$ cat src/rtl/bcd_serial_add_ctrl_pkg.sv
// bcd_serial_add_ctrl_pkg: shared BCD constants and sequencer state type
package bcd_serial_add_ctrl_pkg;
  localparam int BCD_DIGIT_W = 4;
  localparam logic [3:0] BCD_MAX = 4'd9;
  localparam int PAIR_W = 8;
  typedef enum logic [1:0] {IDLE, RUN, DONE} state_t;
endpackage

$ cat src/rtl/bcd_serial_add_ctrl_if.sv
// bcd_serial_add_ctrl_if: start/busy/done handshake, operands and result of the serial BCD adder
interface bcd_serial_add_ctrl_if #(parameter int DIGITS = 8);
  localparam int W = 4 * DIGITS;
  logic start;
  logic [W-1:0] a;
  logic [W-1:0] b;
  logic cin;
  logic busy;
  logic done;
  logic [W-1:0] sum;
  logic cout;
  logic err;
  modport master(output start, a, b, cin, input busy, done, sum, cout, err);
  modport slave(input start, a, b, cin, output busy, done, sum, cout, err);
endinterface

$ cat src/rtl/bcd_serial_add_ctrl_bcd8.sv
// bcd_serial_add_ctrl_bcd8: two-digit packed-BCD adder with decimal carry in/out
module bcd_serial_add_ctrl_bcd8
  import bcd_serial_add_ctrl_pkg::*;
(
  input  logic [PAIR_W-1:0] a,
  input  logic [PAIR_W-1:0] b,
  input  logic              cin,
  output logic [PAIR_W-1:0] sum,
  output logic              cout
);
  logic [4:0] lo_raw, hi_raw;
  logic lo_c;
  assign lo_raw = {1'b0, a[3:0]} + {1'b0, b[3:0]} + {4'b0, cin};
  assign lo_c   = lo_raw > 5'd9;
  assign hi_raw = {1'b0, a[7:4]} + {1'b0, b[7:4]} + {4'b0, lo_c};
  assign cout   = hi_raw > 5'd9;
  assign sum    = {hi_raw[3:0] + (cout ? 4'd6 : 4'd0), lo_raw[3:0] + (lo_c ? 4'd6 : 4'd0)};
endmodule

$ cat src/rtl/bcd_serial_add_ctrl.sv
// bcd_serial_add_ctrl: adds DIGITS-digit packed-BCD operands one digit pair per clock through a single bcd8
module bcd_serial_add_ctrl
  import bcd_serial_add_ctrl_pkg::*;
#(
  parameter int DIGITS = 8
) (
  input logic clk,
  input logic rst,
  bcd_serial_add_ctrl_if.slave bus
);
  localparam int W = 4 * DIGITS;
  localparam int NPASS = DIGITS / 2;
  localparam int CW = NPASS > 1 ? $clog2(NPASS) : 1;
  state_t state, nxt;
  logic [CW-1:0] cnt;
  logic [W-1:0] op_a, op_b, sum_q;
  logic carry, cout_q, err_q, bad, accept, last;
  logic [PAIR_W-1:0] pair_sum;
  logic pair_cout;
  bcd_serial_add_ctrl_bcd8 u_bcd8 (
    .a(op_a[PAIR_W-1:0]),
    .b(op_b[PAIR_W-1:0]),
    .cin(carry),
    .sum(pair_sum),
    .cout(pair_cout)
  );
  assign accept = state != RUN && bus.start;
  assign last   = cnt == CW'(NPASS - 1);
  always_comb begin
    bad = 1'b0;
    for (int i = 0; i < DIGITS; i++)
      bad = bad | (bus.a[i*BCD_DIGIT_W +: BCD_DIGIT_W] > BCD_MAX)
                | (bus.b[i*BCD_DIGIT_W +: BCD_DIGIT_W] > BCD_MAX);
  end
  always_comb begin
    nxt = state;
    nxt = state == RUN ? (last ? DONE : RUN) : (bus.start ? RUN : (state == DONE ? IDLE : state));
  end
  always_ff @(posedge clk or posedge rst) begin
    if (rst) begin
      state  <= IDLE;
      op_a   <= '0;
      op_b   <= '0;
      carry  <= 1'b0;
      cnt    <= '0;
      sum_q  <= '0;
      cout_q <= 1'b0;
      err_q  <= 1'b0;
    end else begin
      state <= nxt;
      if (accept) begin
        op_a   <= bus.a;
        op_b   <= bus.b;
        carry  <= bus.cin;
        cnt    <= '0;
        sum_q  <= '0;
        cout_q <= 1'b0;
        err_q  <= bad;
      end else if (state == RUN) begin
        // result pairs enter at the top so the LS pair lands at bit 0 after NPASS shifts
        sum_q <= {pair_sum, sum_q[W-1:PAIR_W]};
        op_a  <= op_a >> PAIR_W;
        op_b  <= op_b >> PAIR_W;
        carry <= pair_cout;
        cnt   <= cnt + 1'b1;
        if (last) cout_q <= pair_cout;
      end
    end
  end
  assign bus.busy = state == RUN;
  assign bus.done = state == DONE;
  assign bus.sum  = sum_q;
  assign bus.cout = cout_q;
  assign bus.err  = err_q;
endmodule
$ cat src/flat_wrapper.sv
// flat-port wrapper written by rule: the top's interface ports become plain ports
module bcd_serial_add_ctrl_flat import bcd_serial_add_ctrl_pkg::*;
#(
  parameter int DIGITS = 8
)
  (clk, rst, bus_start, bus_a, bus_b, bus_cin, bus_busy, bus_done, bus_sum, bus_cout, bus_err);
  bcd_serial_add_ctrl_if #(.DIGITS(DIGITS)) bus_i ();
  input logic clk;
  input logic rst;
  input wire logic [$bits(bus_i.start)-1:0] bus_start;
  input wire logic [$bits(bus_i.a)-1:0] bus_a;
  input wire logic [$bits(bus_i.b)-1:0] bus_b;
  input wire logic [$bits(bus_i.cin)-1:0] bus_cin;
  output wire logic [$bits(bus_i.busy)-1:0] bus_busy;
  output wire logic [$bits(bus_i.done)-1:0] bus_done;
  output wire logic [$bits(bus_i.sum)-1:0] bus_sum;
  output wire logic [$bits(bus_i.cout)-1:0] bus_cout;
  output wire logic [$bits(bus_i.err)-1:0] bus_err;
  assign bus_i.start = bus_start;
  assign bus_i.a = bus_a;
  assign bus_i.b = bus_b;
  assign bus_i.cin = bus_cin;
  assign bus_busy = bus_i.busy;
  assign bus_done = bus_i.done;
  assign bus_sum = bus_i.sum;
  assign bus_cout = bus_i.cout;
  assign bus_err = bus_i.err;
  bcd_serial_add_ctrl #(.DIGITS(DIGITS)) u_core (.clk(clk), .rst(rst), .bus(bus_i));
endmodule
$ cat config.mk
export PLATFORM = sky130hd
export DESIGN_NAME = bcd_serial_add_ctrl_flat
export DESIGN_NICKNAME = d
export VERILOG_FILES = /design/src/rtl/bcd_serial_add_ctrl_pkg.sv /design/src/rtl/bcd_serial_add_ctrl_if.sv /design/src/rtl/bcd_serial_add_ctrl_bcd8.sv /design/src/rtl/bcd_serial_add_ctrl.sv /design/src/flat_wrapper.sv
export SDC_FILE = /design/constraint.sdc
export NUM_CORES = 1
export LEC_CHECK = 0
export ABC_AREA = 1
export ABC_CLOCK_PERIOD_IN_PS = 9970
export CAP_MARGIN = 0
export CORE_ASPECT_RATIO = 0.5
export CORE_UTILIZATION = 55
export CTS_CLUSTER_DIAMETER = 200
export DETAILED_ROUTE_END_ITERATION = 7
export PLACE_DENSITY = 0.91
export SLEW_MARGIN = 20
export SYNTH_ARGS = -nofsm -noshare
export SYNTH_HDL_FRONTEND = slang
export SYNTH_SLANG_ARGS = --single-unit
$ cat constraint.sdc
create_clock -name clk -period 9.97 [get_ports clk]
set_input_delay 1.994 -clock clk [delete_from_list [all_inputs] [get_ports clk]]
set_output_delay 1.994 -clock clk [all_outputs]
set_load 0.1 [all_outputs]
==> impl_results.md, run 1 <==
* Status: finished clean
* Clk Latency, worst-skew pair at around 0.35 ns
* Root buf cell: clkbuf_16
* # port buffers at a little over 100
* Post-Syn Nets at roughly 600
* Detail Route Antenna Nets at 0
* Vias post-DR at 4131
* Max clock buf depth at 2
* Top_reg_cell synth: dfrtp_1
* Async SR Flop Fraction at 100.0%
* Post-Synth XOR/XNOR Area at less than 1%
* TritonCTS clock tree: done
* F_max at 240.5 MHz
* Gr usage total at between 20% and 30%
* Critical Path End Type: output pin
* WL/cell at 16.14 µm
* Synth Area in Simple Gates at 14.49%
* Register bit total from synthesis at 103
* TritonCTS Sinks at slightly above 100
* Cts hold-fix bufs at 0
* Sequential cell area fraction in the yosys report at 54.57%
* Htree depth at 3
* Mux contribution to synthesized area at 0%
* Vias in the first global route at around 3800
* Post-synthesis instance area at roughly 0.0047 mm²
* TritonRoute pass-1 iters at 8
* RSZ-0062 raised after global routing: no
* Dominant cells by area after synthesis: dfrtp_1 (55%), nand2_1 (11%), inv_1 (7.0%)
* Critical path class: reg -> out
* WHS at 0.4827 ns
* Post-synth EDFFs at 0
* Mapped Cells at roughly 530
* Layout cell share with drive strength beyond 1 at 3.840%
* 1st-iter DRT viols at around 460
* Largest family of logic cells by synthesized area: compound AO/OA/AOI/OAI gates
* Fin nets at 704
* Total CTS buffers at 9
* Max-Cap Viols at 0
* Global-route wire length before repair at approximately 19 mm
* Die footprint at ~0.009 mm²
* Share of the synthesized area in the top cell type at a little over half
* Post-synth top cells: nand2_1 (137), dfrtp_1 (103), inv_1 (88)
* Rel. slew slack at between 30% and 40%
* I/O pin cnt at between 100 and 150
* Crit start category: flip-flop
* Multi-input logic area at approximately 0.0017 mm²
* Core area at about 0.008 mm²
* Initial antenna violation count at 0
* Routability cong. at 0.7884
* Count leader, synth: nand2_1
* Vias per cell at 5.605
* Data arrival, critical path at 2.16 ns
* Top delay family on crit path: buffers and inverters
* Synth Area in Adders at 4.874%
* Fill cell count at about 580
* Sequential cell area at between 0.002 and 0.003 mm²
* CP Data Required Time at 7.98 ns
* Detailed-route wire length at about 12 mm
* Compound-gate portion of the synthesized area at between 15 and 20%
* Slowest-stage cell, CP: clkdlybuf4s50_1
* Post-CTS Resized at 0
* Crit path largest cell delay at ~1.1 ns
* Die Width at approximately 130 µm
* Row Count at 23
* Top cell type by total area after synthesis: dfrtp_1
* Clock Skews at 0.005494 ns
* TNS Setup at 0 ns
* CP cell instances: inv_1 -> ha_1 -> clkdlybuf4s50_1
* P&R area growth vs syn at 30.68%
* Final Max Tran Viols at 0
* CP bufs+invs at 2
* Synth Area per Inst at about 9.0 µm²
* Largest net degree at the start of global routing at 87
* Tightest Pin Transition at 0.9855 ns
* Diode count at 0
* DP Wirelength at just under 8 mm
* DRC viols at 0
* Syn. warnings at 0
* Die Y at 67.53 µm
* Total gr overflow at 0
* Clock-pin slew on the worst setup and hold paths at roughly 0.070 ns
* Final setup violation count at 0
* Tmin final at 4.157 ns
* Postcts setup bufs at 0
* Final Hold Vio Count at 0
* Initial Util at about 58%
* CP Max Fanout at 2
* Tcrit/Tclk final at a little over two fifths
* Hold WC Path Type: reg -> reg
* Post-synthesis cell type count at 29
[cells by family after synthesis]
group,after synthesis
fa+ha+maj,16
xor+xnor,3
flops,103
buf+inv,117
compound gates,116
simple gates,170
[cells in the final DEF (no fill, tap or decap), types with 3 or more instances in the layout]
cell type        instances
a21oi_1                  9
a22o_1                   3
a22oi_1                  5
buf_4                    3
clkbuf_1                 3
clkbuf_16                9
clkdlybuf4s50_1        103
dfrtp_1                103
fa_1                     4
ha_1                    12
inv_1                   87
nand2_1                137
nand3_1                 21
nor2_1                   7
o211ai_1                18
o21ai_0                 38
o221ai_1                17
o22ai_1                 21
[path summary, 6_finish.rpt]
path | slack (ns) | from | cells after the start | endpoint
worst min-delay path | 0.48 | u_core.bus.sum[5]$_DFFE_PP0P_ | 2 | u_core.bus.sum[5]$_DFFE_PP0P_
max in group asynchronous | 7.05 | rst | 3 | u_core.op_b[16]$_DFFE_PP0P_
worst max register to register | 6.08 | u_core.carry$_DFFE_PP0P_ | 20 | u_core.bus.sum[31]$_DFFE_PP0P_
worst min register to register | 0.48 | u_core.bus.sum[5]$_DFFE_PP0P_ | 2 | u_core.bus.sum[5]$_DFFE_PP0P_
worst max-delay path | 5.81 | u_core.state[0]$_DFFE_PP0P_ | 3 | bus_done
min in group asynchronous | 1.91 | rst | 2 | u_core.bus.sum[1]$_DFFE_PP0P_
[sequential cells by signal, indices dropped and copies added (netlist names)]
register,count
u_core.state,2
u_core.bus.cout,1
u_core.bus.sum,32
u_core.cnt,2
u_core.bus.err,1
u_core.op_b,32
u_core.carry,1
u_core.op_a,32
[cell type report]
cell class                 count  area share (%)
clock buffer                  13           4.054
timing repair buffer         109           18.14
sequential                   103           41.76
inverter                      92           5.636
clock inverter                 3          0.6892
multi-input combinational    305           27.45
tap                          112           2.270
[worst register-to-register path: cells and delay by family (launching register included)]
family        cells  cell delay, ns
xor+xnor          3            0.71
fa+ha+maj         5            1.67
buf+inv           3            0.22
flops             1            0.40
simple gates      9            0.78
[layer usage]
| layer | wire length, µm | track usage (%) | vias up |
|---|---|---|---|
| met1 | 4891 | 34.99 | 1971 |
| met5 | 0 | 0 | - |
| met3 | 968 | 7.057 | 41 |
| met2 | 5753 | 47.32 | 213 |
| li1 | - | - | 1906 |
| met4 | 280 | 10.20 | 0 |
[per-stage QoR]
stage          cells  util [%]  instance area [µm²]  setup slack, ns
2_1_floorplan    525         -                 4723            5.272
3_3_place_gp     719     71.22                 5821            5.146
3_5_place_dp     719     71.22                 5821            4.996
4_1_cts          735     74.80                 6113            5.399
5_1_grt          737     75.52                 6172            5.701
6_report         737     75.52                 6172            5.813
Power of run 1 is not shown: default switching activity piles up to over one toggle a cycle in this logic, so the estimate is an artifact.
==> run 2, diff against run 1 <==
Settings changed: ABC_CLOCK_PERIOD_IN_PS 9970 to 4019, CORE_UTILIZATION 55 to 51, PLACE_DENSITY 0.91 to 0.85.
Clock period 9.97 ns to 4.02 ns, I/O delays scaled along.
==> impl_results.md, run 2 (synthesized netlist as in run 1, its figures left out) <==
* Critical Path End Type: flip-flop
* Row Count at 24
* TritonCTS clock tree: done
* Clock-pin slew on the worst setup and hold paths at approximately 0.060 ns
* CP Data Required Time at about 4.2 ns
* Total gr overflow at 0
* # port buffers at 103
* P&R area growth vs syn at 31.55%
* WL/cell at 14.98 µm
* CP cell instances: fa_2 -> fa_2 -> inv_1 -> nand2_1 -> nand3_1 -> nand2_1 -> inv_1 -> fa_1 -> inv_1 -> fa_1 -> inv_1 -> nand2_1 -> nand3_1 -> nand2_1 -> xor2_1 -> ha_1 -> nand2_1 -> o21ai_0
* DRC viols at 16
* Die footprint at slightly below 0.01 mm²
* Layout cell share with drive strength beyond 1 at 4.494%
* Core area at approximately 0.009 mm²
* Fill cell count at ~660
* Largest net degree at the start of global routing at 58
* FF-to-FF Start: u_core.carry$_DFFE_PP0P_
* RSZ-0062 raised after global routing: no
* Util after Layout at roughly 70%
* Clock Skews at approximately 0.0047 ns
* Met1 Usage GRT at around a third
* Max clock buf depth at 2
* Root buf cell: clkbuf_16
* Commonest non-fill, non-tap cell in the layout: nand2_1
* 1st-iter DRT viols at 347
* Fin nets at 704
* Die Y at 70.05 µm
* Global-route wire length before repair at ~18 mm
* Vias in the first global route at 3836
* Tightest Pin Transition at about 1.0 ns
* Htree depth at 3
* Critical path capture point: u_core.bus.sum[30]$_DFFE_PP0P_
* CP Launch Point: u_core.carry$_DFFE_PP0P_
* Die Width at roughly 140 µm
* Max-Cap Viols at 0
* Global routing usage on met3 at 5.144%
* Data arrival, critical path at 3.98 ns
* R2r setup slk at between 0.2 and 0.25 ns
* Final setup violation count at 0
* Postcts setup bufs at 0
* F_max at between 200 and 300 MHz
* Cts hold-fix bufs at 0
* Detail Route Antenna Nets at 0
* Detailed-route wire length at ~11 mm
* Clk Latency, worst-skew pair at 0.34 ns
* DP Wirelength at between 7 and 8 mm
* Top Usage Layer GRT: met2
* Vias per cell at about 5.3
* Rel. slew slack at 32.38%
* Hold WC Path Type: reg -> reg
* Total CTS buffers at 9
* Post-CTS Resized at 0
* Tmin final at roughly 3.8 ns
* Routability cong. at 0.8029
* Final Hold Vio Count at 0
* Gr usage total at 24.48%
* Final Max Tran Viols at 0
* Failing checks: design-rule violations
* Vias post-DR at around 4000
* TritonCTS Sinks at between 100 and 150
* Most frequent cells in the layout: nand2_1 (137), dfrtp_1 (103), clkdlybuf4s50_1 (102)
* I/O pin cnt at approximately 100
* Crit path largest cell delay at between 0.5 and 0.6 ns
* Slowest-stage cell, CP: fa_2
* Initial Util at between 50 and 60%
* Initial antenna violation count at 0
* Crit start category: flip-flop
* TNS Setup at 0 ns
* GR Layer Usage met2 at 40.76%
* RR Endpoint: u_core.bus.sum[30]$_DFFE_PP0P_
* Tcrit/Tclk final at 93.81%
* Most used cell, CP: nand2_1
* Critical path class: reg -> reg
* TritonRoute pass-1 iters at 7
* Diode count at 0
* Cells on worst reg2reg path at 18
* CP Max Fanout at 5
* Status: complete, but fails checks
run 2: through the flow:
| step | worst slack [ns] | std cells | cell area (µm²) | hold WS (ns) |
|---|---|---|---|---|
| after floorplan | 0.5119 | 525 | 4723 | 0.4498 |
| after global placement | 0.3998 | 726 | 5852 | 0.4643 |
| after detailed placement | 0.2275 | 726 | 5852 | 0.4727 |
| after CTS | 0.1704 | 740 | 6201 | 0.4886 |
| after global routing | 0.03242 | 740 | 6213 | 0.5153 |
| final | 0.2487 | 740 | 6213 | 0.4816 |
run 2: worst max-delay path, delay by kind of cell (launching register included):
family | cells | cell delay (ns)
xor+xnor | 1 | 0.18
fa+ha+maj | 5 | 2.09
buf+inv | 4 | 0.30
compound gates | 1 | 0.10
simple gates | 7 | 0.56
flops | 1 | 0.41
run 2: worst min path at each step:
| stage | slack, ns | from | cells past startpoint | to |
|---|---|---|---|---|
| 2_1_floorplan | 0.45 | u_core.op_a[31]$_DFFE_PP0P_ | 2 | u_core.op_a[31]$_DFFE_PP0P_ |
| 3_3_place_gp | 0.46 | u_core.bus.sum[3]$_DFFE_PP0P_ | 2 | u_core.bus.sum[3]$_DFFE_PP0P_ |
| 3_5_place_dp | 0.47 | u_core.op_a[31]$_DFFE_PP0P_ | 2 | u_core.op_a[31]$_DFFE_PP0P_ |
| 4_1_cts | 0.49 | u_core.bus.sum[7]$_DFFE_PP0P_ | 2 | u_core.bus.sum[7]$_DFFE_PP0P_ |
| 5_1_grt | 0.52 | u_core.bus.sum[31]$_DFFE_PP0P_ | 2 | u_core.bus.sum[31]$_DFFE_PP0P_ |
| 6_report | 0.48 | u_core.bus.sum[7]$_DFFE_PP0P_ | 2 | u_core.bus.sum[7]$_DFFE_PP0P_ |
run 2: cell type report:
cell class	count	area, µm²	share of cell area, %
multi-input combinational	305	1707	27.47
inverter	92	347.8	5.598
timing repair buffer	109	1086	17.48
clock buffer	10	229.0	3.685
clock inverter	4	120.1	1.933
sequential	103	2577	41.48
tap	117	146.4	2.356
run 2: per-layer routing:
metal  wire length, µm  vias to the layer above  part of all wire [%]
met5                 0                        -                     0
met4               136                        0                   1.2
met3               649                       17                   5.9
met2              5243                      147                    47
met1              5056                     1878                    46
li1                  -                     1906                     -
Power of run 2 is left out for the same reason.
==> run 3, diff against run 2 <==
Settings changed: TNS_END_PERCENT from default to 5.
==> results of run 3 <==
No change in the layout: final DEF, timing and power equal those of run 2.
Power of run 3 is left out for the same reason.
